## src/rtl/fsgn_pkg.sv

```systemverilog
// Shared definitions for the floating-point sign-manipulation pipeline.
package fsgn_pkg;

    localparam int unsigned OP_W = 3;

    typedef enum logic [OP_W-1:0] {
        FSGN_FABS   = 3'b000,
        FSGN_FNEG   = 3'b001,
        FSGN_FSGNJ  = 3'b010,
        FSGN_FSGNJN = 3'b011,
        FSGN_FSGNJX = 3'b100,
        FSGN_FCLASS = 3'b101
    } fsgn_op_e;

    // FCLASS mask bit positions
    localparam int unsigned CLS_W        = 10;
    localparam int unsigned CLS_NEG_INF  = 0;
    localparam int unsigned CLS_NEG_NORM = 1;
    localparam int unsigned CLS_NEG_SUB  = 2;
    localparam int unsigned CLS_NEG_ZERO = 3;
    localparam int unsigned CLS_POS_ZERO = 4;
    localparam int unsigned CLS_POS_SUB  = 5;
    localparam int unsigned CLS_POS_NORM = 6;
    localparam int unsigned CLS_POS_INF  = 7;
    localparam int unsigned CLS_SNAN     = 8;
    localparam int unsigned CLS_QNAN     = 9;

    // Result sign of a sign-manipulation op; independent of the data width,
    // the magnitude bits always come straight from x.
    function automatic logic sign_op(input fsgn_op_e op, input logic x_s, input logic z_s);
        logic s;
        case (op)
            FSGN_FABS:   s = 1'b0;
            FSGN_FNEG:   s = ~x_s;
            FSGN_FSGNJ:  s = z_s;
            FSGN_FSGNJN: s = ~z_s;
            FSGN_FSGNJX: s = x_s ^ z_s;
            default:     s = x_s;
        endcase
        return s;
    endfunction

endpackage

```

## src/rtl/fsgn_stage.sv

```systemverilog
// One stallable pipeline register: valid plus result payload.
module fsgn_stage #(
    parameter int unsigned W     = 32,
    parameter int unsigned TAG_W = 5
) (
    input  logic             clk,
    input  logic             rst,
    input  logic             i_stall,
    input  logic             i_valid,
    input  logic [W-1:0]     i_y,
    input  logic [TAG_W-1:0] i_tag,
    input  logic             i_ill,
    output logic             o_valid,
    output logic [W-1:0]     o_y,
    output logic [TAG_W-1:0] o_tag,
    output logic             o_ill
);

    logic             r_valid;
    logic [W-1:0]     r_y;
    logic [TAG_W-1:0] r_tag;
    logic             r_ill;

    // Hold on stall; payload loads only with a real op so it stays zero after reset until one arrives
    always_ff @(posedge clk) begin
        if (rst) begin
            r_valid <= 1'b0;
            r_y     <= '0;
            r_tag   <= '0;
            r_ill   <= 1'b0;
        end else if (!i_stall) begin
            r_valid <= i_valid;
            if (i_valid) begin
                r_y   <= i_y;
                r_tag <= i_tag;
                r_ill <= i_ill;
            end
        end
    end

    assign o_valid = r_valid;
    assign o_y     = r_y;
    assign o_tag   = r_tag;
    assign o_ill   = r_ill;

endmodule

```

## src/rtl/fsgn_pipe.sv

```systemverilog
// Pipelined FP sign-manipulation unit (FABS/FNEG/FSGNJ/FSGNJN/FSGNJX) with
// valid/ready backpressure, tag passthrough and a completed-op counter.
// Optional: define FSGN_FCLASS_EN to make op 101 return the FCLASS mask.
module fsgn_pipe
    import fsgn_pkg::*;
#(
    parameter int unsigned EXP_W   = 8,
    parameter int unsigned MAN_W   = 23,
    parameter int unsigned LATENCY = 1,
    parameter int unsigned TAG_W   = 5,
    parameter int unsigned CNT_W   = 32
) (
    input  logic                       sys_clk,
    input  logic                       rst,
    input  logic                       in_valid,
    output logic                       in_ready,
    input  logic [OP_W-1:0]            op,
    input  logic [1+EXP_W+MAN_W-1:0]   x,
    input  logic [1+EXP_W+MAN_W-1:0]   z,
    input  logic [TAG_W-1:0]           in_tag,
    output logic                       out_valid,
    input  logic                       out_ready,
    output logic [1+EXP_W+MAN_W-1:0]   y,
    output logic [TAG_W-1:0]           out_tag,
    output logic                       out_illegal,
    output logic [CNT_W-1:0]           ops_count
);

    localparam int unsigned W = 1 + EXP_W + MAN_W;

    if (LATENCY < 1 || LATENCY > 4) begin : g_bad_latency
        $error("fsgn_pipe: LATENCY must be within 1..4");
    end

    fsgn_op_e         w_op;
    logic [W-1:0]     w_res;
    logic             w_ill;
    logic             w_stall;
    logic             w_unused_z;
    logic [CNT_W-1:0] r_ops_count;

    // Only the sign of z participates in any result
    assign w_unused_z = ^z[W-2:0];

`ifdef FSGN_FCLASS_EN
    if (W < CLS_W) begin : g_bad_width
        $error("fsgn_pipe: FCLASS needs a data width of at least 10 bits");
    end

    logic [CLS_W-1:0] w_cls;
    logic             w_exp_ones;
    logic             w_exp_zero;
    logic             w_man_zero;

    // Classify x into exactly one of the ten FCLASS categories
    always_comb begin
        w_cls      = '0;
        w_exp_ones = &x[W-2:MAN_W];
        w_exp_zero = ~|x[W-2:MAN_W];
        w_man_zero = ~|x[MAN_W-1:0];
        if (w_exp_ones) begin
            if (w_man_zero)       w_cls[x[W-1] ? CLS_NEG_INF : CLS_POS_INF] = 1'b1;
            else if (x[MAN_W-1])  w_cls[CLS_QNAN] = 1'b1;
            else                  w_cls[CLS_SNAN] = 1'b1;
        end else if (w_exp_zero) begin
            if (w_man_zero)       w_cls[x[W-1] ? CLS_NEG_ZERO : CLS_POS_ZERO] = 1'b1;
            else                  w_cls[x[W-1] ? CLS_NEG_SUB : CLS_POS_SUB] = 1'b1;
        end else begin
            w_cls[x[W-1] ? CLS_NEG_NORM : CLS_POS_NORM] = 1'b1;
        end
    end
`endif

    // Result computed ahead of stage 1; unknown ops pass x through flagged illegal
    always_comb begin
        w_op  = fsgn_op_e'(op);
        w_res = x;
        w_ill = 1'b0;
        case (w_op)
            FSGN_FABS, FSGN_FNEG, FSGN_FSGNJ, FSGN_FSGNJN, FSGN_FSGNJX:
                w_res = {sign_op(w_op, x[W-1], z[W-1]), x[W-2:0]};
`ifdef FSGN_FCLASS_EN
            FSGN_FCLASS:
                w_res = W'(w_cls);
`endif
            default:
                w_ill = 1'b1;
        endcase
    end

    // Whole pipe freezes while a result waits at the output; bubbles are kept
    assign w_stall  = out_valid & ~out_ready;
    assign in_ready = ~w_stall;

    logic             w_v   [0:LATENCY];
    logic [W-1:0]     w_y   [0:LATENCY];
    logic [TAG_W-1:0] w_tag [0:LATENCY];
    logic             w_il  [0:LATENCY];

    assign w_v[0]   = in_valid;
    assign w_y[0]   = w_res;
    assign w_tag[0] = in_tag;
    assign w_il[0]  = w_ill;

    for (genvar g = 0; g < LATENCY; g++) begin : g_stage
        fsgn_stage #(
            .W     (W),
            .TAG_W (TAG_W)
        ) u_stage (
            .clk     (sys_clk),
            .rst     (rst),
            .i_stall (w_stall),
            .i_valid (w_v[g]),
            .i_y     (w_y[g]),
            .i_tag   (w_tag[g]),
            .i_ill   (w_il[g]),
            .o_valid (w_v[g+1]),
            .o_y     (w_y[g+1]),
            .o_tag   (w_tag[g+1]),
            .o_ill   (w_il[g+1])
        );
    end

    assign out_valid   = w_v[LATENCY];
    assign y           = w_y[LATENCY];
    assign out_tag     = w_tag[LATENCY];
    assign out_illegal = w_il[LATENCY];

    // Count completed output handshakes, wrapping naturally
    always_ff @(posedge sys_clk) begin
        if (rst) begin
            r_ops_count <= '0;
        end else if (out_valid && out_ready) begin
            r_ops_count <= r_ops_count + CNT_W'(1);
        end
    end

    assign ops_count = r_ops_count;

endmodule
```

## config.mk

```make
export PLATFORM = sky130hd
export DESIGN_NAME = fsgn_pipe
export DESIGN_NICKNAME = d
export VERILOG_FILES = /design/src/rtl/fsgn_pkg.sv /design/src/rtl/fsgn_stage.sv /design/src/rtl/fsgn_pipe.sv
export SDC_FILE = /design/constraint.sdc
export NUM_CORES = 1
export LEC_CHECK = 0
export CAP_MARGIN = 20
export CORE_ASPECT_RATIO = 1.75
export CORE_MARGIN = 1.5
export CORE_UTILIZATION = 39
export CTS_CLUSTER_SIZE = 8
export DETAILED_ROUTE_END_ITERATION = 8
export PLACE_DENSITY_LB_ADDON = 0.1
export SETUP_SLACK_MARGIN = 0.1
export SLEW_MARGIN = 10
export SYNTH_ARGS = -nofsm -noshare
export SYNTH_HDL_FRONTEND = slang
export SYNTH_HIERARCHICAL = 1
export SYNTH_SLANG_ARGS = --single-unit
```

## constraint.sdc

```tcl
create_clock -name sys_clk -period 1.6 [get_ports sys_clk]
set_input_delay 0.24 -clock sys_clk [delete_from_list [all_inputs] [get_ports sys_clk]]
set_output_delay 0.24 -clock sys_clk [all_outputs]
set_load 0.02 [all_outputs]
```

* After elaboration in Yosys (flattened, before gate mapping)
Index checks and enable logic that the tools add are counted.
** Storage, ports and cells
- Register bits after elaboration :: 71
- Bits in writable memories :: 0
- Bits in read-only memories :: 0
- Latch bits :: 0
- Memories :: 0
- Output and inout port bits :: 72
- Bits of input ports :: 76
** Cells by class
- Shift operators :: 0
- Reductions and logical operators :: 4
- Magnitude comparators :: 0
- Div/mod/pow operators :: 0
- Multipliers :: 0
- Add/subtract/negate cells :: 1
- Bitwise logic cells :: 6
- Muxes and demuxes :: 3
- Eq/ne operators :: 4
** Operators with widths (number)
- 32-bit by 1-bit adder with 32-bit output (second input constant) :: 1
- 32-bit 2-to-1 mux :: 1
- 3-bit by 2-bit equality test with 1-bit output (second input constant) :: 2
- 1-bit case mux with 5 select lines :: 1
- 5-bit OR reduction :: 1
- 1-bit inverter :: 4
- 3-bit by 1-bit equality test with 1-bit output (second input constant) :: 1
- 3-bit equality test (second input constant) :: 1
- 3-bit zero test :: 1
- 2-bit AND reduction :: 1
- 1-bit AND :: 1
- 1-bit logical AND :: 1
- 1-bit 2-to-1 mux :: 1
- 1-bit XOR :: 1

* Depth between registers and ports, before layout
Gate-level depths: netlist (run 1).
- Depth after elaboration :: 4
- Mapped depth :: 6
- Mapped depth without buffers :: 6

* Modules after synthesis
The synthesis (run 1) kept the hierarchy.
** By module, submodules not included
- fsgn_stage :: area an instance 1874.3 um^2, cells each 176, times used 1
- fsgn_pipe :: area an instance 1584.0 um^2, cells each 189, times used 1

* Worst setup path after synthesis (run 1)
No wires, ideal clock.
- Kind :: reg2reg
- From :: register g_stage[0].u_stage.r_valid
- To :: register r_ops_count[17], in the netlist ops_count[17]
- Slack :: -401 ps
- Data arrival time :: 1931 ps
- Path buffers :: 1
- Stages on the path, launching flop included :: 6
- Path through :: dfxtp_1 -> nand2_2 -> or4b_1 -> buf_2 -> or4_1 -> a21oi_1
** Between the ends
- Cells in the longest elaborated chain, start to end :: 1
** RTL lines
- start: declaration :: line fsgn_stage.sv:19 : logic r_valid;
- start signal: assignment :: line fsgn_stage.sv:32 : r_valid <= i_valid;
- 1-bit logical AND :: line fsgn_pipe.sv:133 : end else if (out_valid && out_ready) begin
- end signal: assignment :: line fsgn_pipe.sv:134 : r_ops_count <= r_ops_count + CNT_W'(1);
- end: declaration :: line fsgn_pipe.sv:40 : logic [CNT_W-1:0] r_ops_count;
Every way passes these cells.
A chain may end at the register's enable or synchronous reset.

* Worst setup path in the final report (run 1)
- From :: register r_ops_count[1], in the netlist ops_count[1]
- To :: register r_ops_count[12], in the netlist ops_count[12]
** Between the ends
- Cells in the longest elaborated chain, start to end :: 1
** RTL lines (line)
- 32-bit by 1-bit adder with 32-bit output :: fsgn_pipe.sv:134
Every way passes these cells.

==> impl_metrics.py, run 1 <==
metrics = {
    "route": {
        "drt_wl_total_mm": 9.62,
        "wire_per_inst_um": 14.6,
        "drtIter0Drc": 116,
        "via_per_inst": 5.26,
        "firstDrtPassIters": 4,
        "ant_nets": 0,
        "via_count": 3472,
        "drc": 0,
    },
    "synth": {
        "synth_common_cells": "dfxtp_1, nand2b_1, nand4bb_1",
        "synth_edf_count": 0,
        "ys_top_cells_by_area": "dfxtp_1, nand4bb_1, nand2b_1",
        "netlist.area_leader.share_pct": 41.1,
        "synth_flop_cell": "dfxtp_1",
        "syn_inst": 365,
        "ys_ff_latch": 71,
        "synth.most_common_cell": "dfxtp_1",
        "ys_types": 39,
        "synth_warnings": 6,
        "synth_area_per_cell_um2": 9.47,
        "syn-cell-area_mm2": 0.00346,
        "synth_top_area_cell": "dfxtp_1",
        "syn-num-nets": 442,
        "async_flop_share_pct": 0,
        "yosysSeqAreaShare_pct": 41.1,
    },
    "status": {
        "status": "finished, violations left",
        "violations": "setup timing",
    },
    "critical_path": {
        "cp_max_fo": 7,
        "r2r-start": "ops_count[1]",
        "endpoint_kind": "register",
        "startpoint_type": "register",
        "startpoint": "ops_count[1]",
        "worstRegToRegCells": 7,
        "required_ns": 1.86,
        "criticalPathCategory": "reg2reg",
        "cp.arrival_ns": 2.01,
        "cp-endpoint": "ops_count[12]",
        "rrSetupSlack_ns": -0.15,
        "r2r-end": "ops_count[12]",
    },
    "layout": {
        "fin_cells": 660,
        "syn_to_final_growth_pct": 63.3,
        "n_antenna_cell": 0,
        "multiInputGateArea_mm2": 0.00195,
        "fin_util_pct": 65.1,
        "seq_area_mm2": 0.00151,
        "nNetsFinal": 615,
        "drive_gt1_share_pct": 29.7,
        "nFillCells": 760,
    },
    "global_route": {
        "grt-ovfl-total": 0,
        "grt_use_total_pct": 21.3,
        "grt_max_degree": 57,
        "grt_pass1_vias": 3497,
        "antenna_found_initial": 0,
        "grt_first_pass_wirelength_mm": 15.9,
    },
    "floorplanning": {
        "die_area_mm2": 0.00946,
        "fp.coreArea_mm2": 0.00867,
        "initial_utilization_pct": 39.9,
        "row_count": 45,
        "io_pins": 148,
        "die_w_um": 74.2,
        "chipHeight_um": 128,
    },
    "placed_design": {
        "globalplace.congestion": 0.812,
        "dp.cells": 639,
        "hpwl_mm": 6.70,
        "portBuffers": 116,
    },
    "clocking": {
        "cts_hold_buf": 0,
        "cts_root_buffer": "clkbuf_16",
        "path_clk_slew_ns": 0.05,
        "cts_max_level": 3,
        "insertion_delay_ns": 0.33,
        "clockBufferDepth": 2,
        "cts_sinks": 71,
        "cts_tree": "done",
        "cts_buffers": 9,
    },
    "sta": {
        "clock.fmax_mhz": 570,
        "rsz0062_at_grt": "true",
        "slew_headroom_pct": 78.3,
        "finalCritPeriodShare_pct": 110,
        "worstMarginPinSlew_ns": 0.325,
        "hold_viol": 0,
        "setup_slack_ns": -0.154,
        "setup_viol": 23,
        "skew_ns": 0.00464,
        "slew_viol_final": 0,
        "min_period_ns": 1.75,
        "final.setup.tns_ns": -1.89,
    },
    "pwr": {
        "ir_drop_mv": 0.557,
        "leakage_nw": 2.32,
        "p_per_area_mw_per_mm2": 774,
        "power_mw": 4.37,
    },
    "hold_path": {
        "hp-class": "in2reg",
    },
    "flow_run": {
        "drv_cap": 0,
    },
}
[worst min path at each step]
stage	startpoint	to	slack, ns	cells past startpoint
2_1_floorplan	rst	ops_count[11]	0.30	1
3_3_place_gp	g_stage[0].u_stage/o_tag[2]	g_stage[0].u_stage/o_tag[2]	0.45	2
3_5_place_dp	g_stage[0].u_stage/o_y[2]	g_stage[0].u_stage/o_y[2]	0.46	2
4_1_cts	rst	g_stage[0].u_stage/o_y[16]	0.43	3
5_1_grt	rst	g_stage[0].u_stage/o_y[15]	0.46	3
6_report	rst	g_stage[0].u_stage/o_y[13]	0.44	3
[metrics by stage]
step / worst slack [ns] / area (um2) / hold WS (ns)
6_report: -0.154 / 5650 / 0.439
5_1_grt: -0.259 / 5650 / 0.459
3_3_place_gp: -0.528 / 5320 / 0.451
2_1_floorplan: -0.161 / 3620 / 0.299
3_5_place_dp: -0.567 / 5320 / 0.458
4_1_cts: -0.133 / 5610 / 0.431
[cells in the final DEF, fill, tap and decap left out, types with 7 or more instances in the layout]
cell type | Yosys | routed
a21oi_1 | 23 | 21
buf_4 | 0 | 60
buf_6 | 3 | 9
clkbuf_16 | 0 | 9
clkdlybuf4s50_1 | 0 | 42
dfxtp_1 | 71 | 41
dfxtp_2 | 0 | 9
dfxtp_4 | 0 | 21
dlygate4sd2_1 | 0 | 70
nand2_1 | 10 | 8
nand2b_1 | 38 | 38
nand3_1 | 10 | 8
nand4_1 | 10 | 10
nand4bb_1 | 38 | 38
nor2_1 | 13 | 13
o21ai_0 | 15 | 13
o21ai_1 | 11 | 13
o21ai_2 | 20 | 20
o31ai_1 | 15 | 15
or3_1 | 8 | 7
or4_1 | 16 | 14
[registers in the layout, summed over array words and instances (netlist names)]
register,count
g_stage.u_stage/o_ill,1
g_stage.u_stage/o_valid,1
g_stage.u_stage/o_y,32
ops_count,32
g_stage.u_stage/o_tag,5
[area by class of cell]
class | instances | share of cell area (%)
clock buffers | 11 | 4.30
clock inverters | 5 | 0.842
multi-input cells | 260 | 34.5
inverters | 6 | 0.399
flip-flops and latches | 71 | 26.8
well taps | 117 | 2.59
repair buffers | 190 | 30.6
[power by group]
group,total (mW),switching (mW),internal [mW]
clock network,1.96,0.728,1.23
logic,0.574,0.277,0.296
registers,1.83,0.0344,1.80
[cell families after synthesis]
family / synth area share (%)
adder cells (fa/ha/maj): 0.362
AO/OA/AOI/OAI: 16.3
flip-flops: 41.1
buffers and inverters: 5.61
XOR/XNOR: 2.28
AND/OR/NAND/NOR: 33.8
multiplexers: 0.579
[worst max-delay path, stage by stage (launching register included)]
cell	delay, ns
dfxtp_4	0.36
buf_6	0.11
ha_4	0.13
and4_4	0.20
buf_6	0.12
nand4_1	0.19
or3_1	0.44
a21oi_2	0.13
[repair_timing]
action                                  in CTS  in global routing
hold endpoints to repair                     0                  0
gates resized for setup                     95                  7
endpoints found under the setup margin     107                 38
pin swaps                                    9                 11
setup buffers                                2                  4
[routing by layer]
metal	wire length [um]	global-route usage (%)	vias up
li1	-	-	1713
met1	3700	23.3	1658
met2	5170	36.8	88
met3	590	7.81	13
met4	159	7.63	0
met5	0	0	-
Note: power is estimated with default switching activity, not from simulation.
==> run 2, diff against run 1 <==
--- a/config.mk
+++ b/config.mk
@@ -5,7 +5,6 @@
 export SDC_FILE = /design/constraint.sdc
 export NUM_CORES = 1
 export LEC_CHECK = 0
-export CAP_MARGIN = 20
 export CORE_ASPECT_RATIO = 1.75
 export CORE_MARGIN = 1.5
 export CORE_UTILIZATION = 39
==> constraint.sdc (replaced) <==
create_clock -name sys_clk -period 1.6 [get_ports sys_clk]
set_input_delay 0.4 -clock sys_clk [delete_from_list [all_inputs] [get_ports sys_clk]]
set_output_delay 0.4 -clock sys_clk [all_outputs]
set_load 0.02 [all_outputs]
==> impl_metrics.py, run 2 (synthesis gave the netlist of run 1 again) <==
metrics = {
    "floorplanning": {
        "die_area_mm2": 0.00946,
        "chipHeight_um": 128,
        "io_pins": 148,
        "fp.coreArea_mm2": 0.00867,
        "initial_utilization_pct": 39.9,
        "row_count": 45,
        "die_w_um": 74.2,
    },
    "clocking": {
        "cts_sinks": 71,
        "cts_buffers": 9,
        "cts_max_level": 3,
        "insertion_delay_ns": 0.33,
        "clockBufferDepth": 2,
        "cts_root_buffer": "clkbuf_16",
        "cts_tree": "done",
        "path_clk_slew_ns": 0.05,
    },
    "sta": {
        "setup_slack_ns": -0.149,
        "skew_ns": 0.00485,
        "setup_viol": 22,
        "hold_viol": 0,
        "min_period_ns": 1.75,
        "rsz0062_at_grt": "true",
        "hold_slack_ns": 0.458,
        "final.setup.tns_ns": -1.94,
        "clock.fmax_mhz": 572,
        "worstMarginPinSlew_ns": 0.313,
        "slew_headroom_pct": 79.2,
        "finalCritPeriodShare_pct": 109,
        "slew_viol_final": 0,
    },
    "pwr": {
        "seq_power_share_pct": 42.8,
        "switching_share_pct": 23.3,
        "p_int_mw": 3.29,
        "comb_power_share_pct": 13.7,
        "power_mw": 4.29,
        "leakage_nw": 2.22,
        "p_per_area_mw_per_mm2": 760,
        "p_sw_mw": 1.00,
        "clock_power_share_pct": 43.5,
        "ir_drop_mv": 0.540,
    },
    "critical_path": {
        "crit_top_cell": "buf_6",
        "max_stage_delay_ns": 0.50,
        "startpoint_type": "register",
        "cp.arrival_ns": 2.00,
        "required_ns": 1.85,
        "worstRegToRegCells": 6,
        "endpoint_kind": "register",
        "cp_max_fo": 23,
        "criticalPathCategory": "reg2reg",
        "worstPathCellList": "and4_4 > buf_6 > nand4_1 > buf_6 > or4_1 > a21oi_1",
        "cp_slowest_cell": "or4_1",
    },
    "layout": {
        "nNetsFinal": 621,
        "final_cell_mix": "buf_4, dfxtp_1, clkdlybuf4s50_1, dlygate4sd2_1",
        "final_common_cell": "buf_4",
        "fin_cells": 666,
        "syn_to_final_growth_pct": 63.1,
        "design_area_mm2": 0.00564,
        "n_antenna_cell": 0,
        "fin_util_pct": 65.0,
        "drive_gt1_share_pct": 35.7,
    },
    "route": {
        "wire_per_inst_um": 14.6,
        "via_per_inst": 5.23,
        "drc": 0,
        "drt_wl_total_mm": 9.76,
        "drtIter0Drc": 175,
        "via_count": 3485,
        "ant_nets": 0,
        "firstDrtPassIters": 4,
    },
    "global_route": {
        "grt_use_total_pct": 21.9,
        "antenna_found_initial": 0,
        "grt_max_degree": 57,
        "grt_first_pass_wirelength_mm": 16.4,
        "grt_pass1_vias": 3659,
        "grt-ovfl-total": 0,
    },
    "placed_design": {
        "post_dp_cell_area_mm2": 0.00533,
        "place_ws_ns": -0.717,
        "dp.cells": 641,
        "hpwl_mm": 6.95,
        "portBuffers": 116,
        "globalplace.congestion": 0.826,
    },
    "status": {
        "violations": "setup timing",
        "status": "finished, violations left",
    },
    "flow_run": {
        "drv_cap": 0,
    },
    "hold_path": {
        "hp-class": "reg2reg",
        "hold_path_depth": 2,
    },
}
run 2: metal layers:
metal  GRT usage, %  share of wire (%)  vias to the layer above
li1               -                  -                     1718
met1           22.7                 38                     1660
met2           39.4                 54                       87
met3           5.84                5.1                       20
met4           10.5                2.6                        0
met5              0                  0                        -
run 2: final timing paths:
| path | from | endpoint | slack (ns) |
|---|---|---|---|
| setup / recovery | ops_count[8] | ops_count[24] | -0.15 |
| setup reg to reg | ops_count[8] | ops_count[24] | -0.15 |
| hold reg to reg | g_stage[0].u_stage/o_y[28] | g_stage[0].u_stage/o_y[28] | 0.46 |
| hold / removal | g_stage[0].u_stage/o_y[28] | g_stage[0].u_stage/o_y[28] | 0.46 |
run 2: power by group through the flow:
stage               combinational (mW)  clock, mW  sequential, mW
detailed placement               0.623          0            1.87
floorplan                        0.224          0            1.95
CTS                              0.587       1.93            1.84
finish                           0.587       1.86            1.84
global route                     0.635       1.99            1.84
global placement                 0.615          0            1.87
run 2: critical path: cells and delay by family (launching register included):
family          cells  cell delay, ns
simple gates        3            0.86
flops               1            0.35
buf+inv             2            0.29
compound gates      1            0.16
run 2: layout make-up:
cell class              instances  area, um2
fillers                       781       3030
flip-flops and latches         71       1510
repair buffers                196       1730
clock buffers                  16        282
multi-input cells             260       1940
inverters                       6       22.5
well taps                     117        146
run 2: what timing repair did:
item	4_1_cts	5_1_grt
buffers inserted	6	3
endpoints found under the setup margin	136	56
gates resized for setup	146	22
pin swaps	7	6
hold buffers	0	0
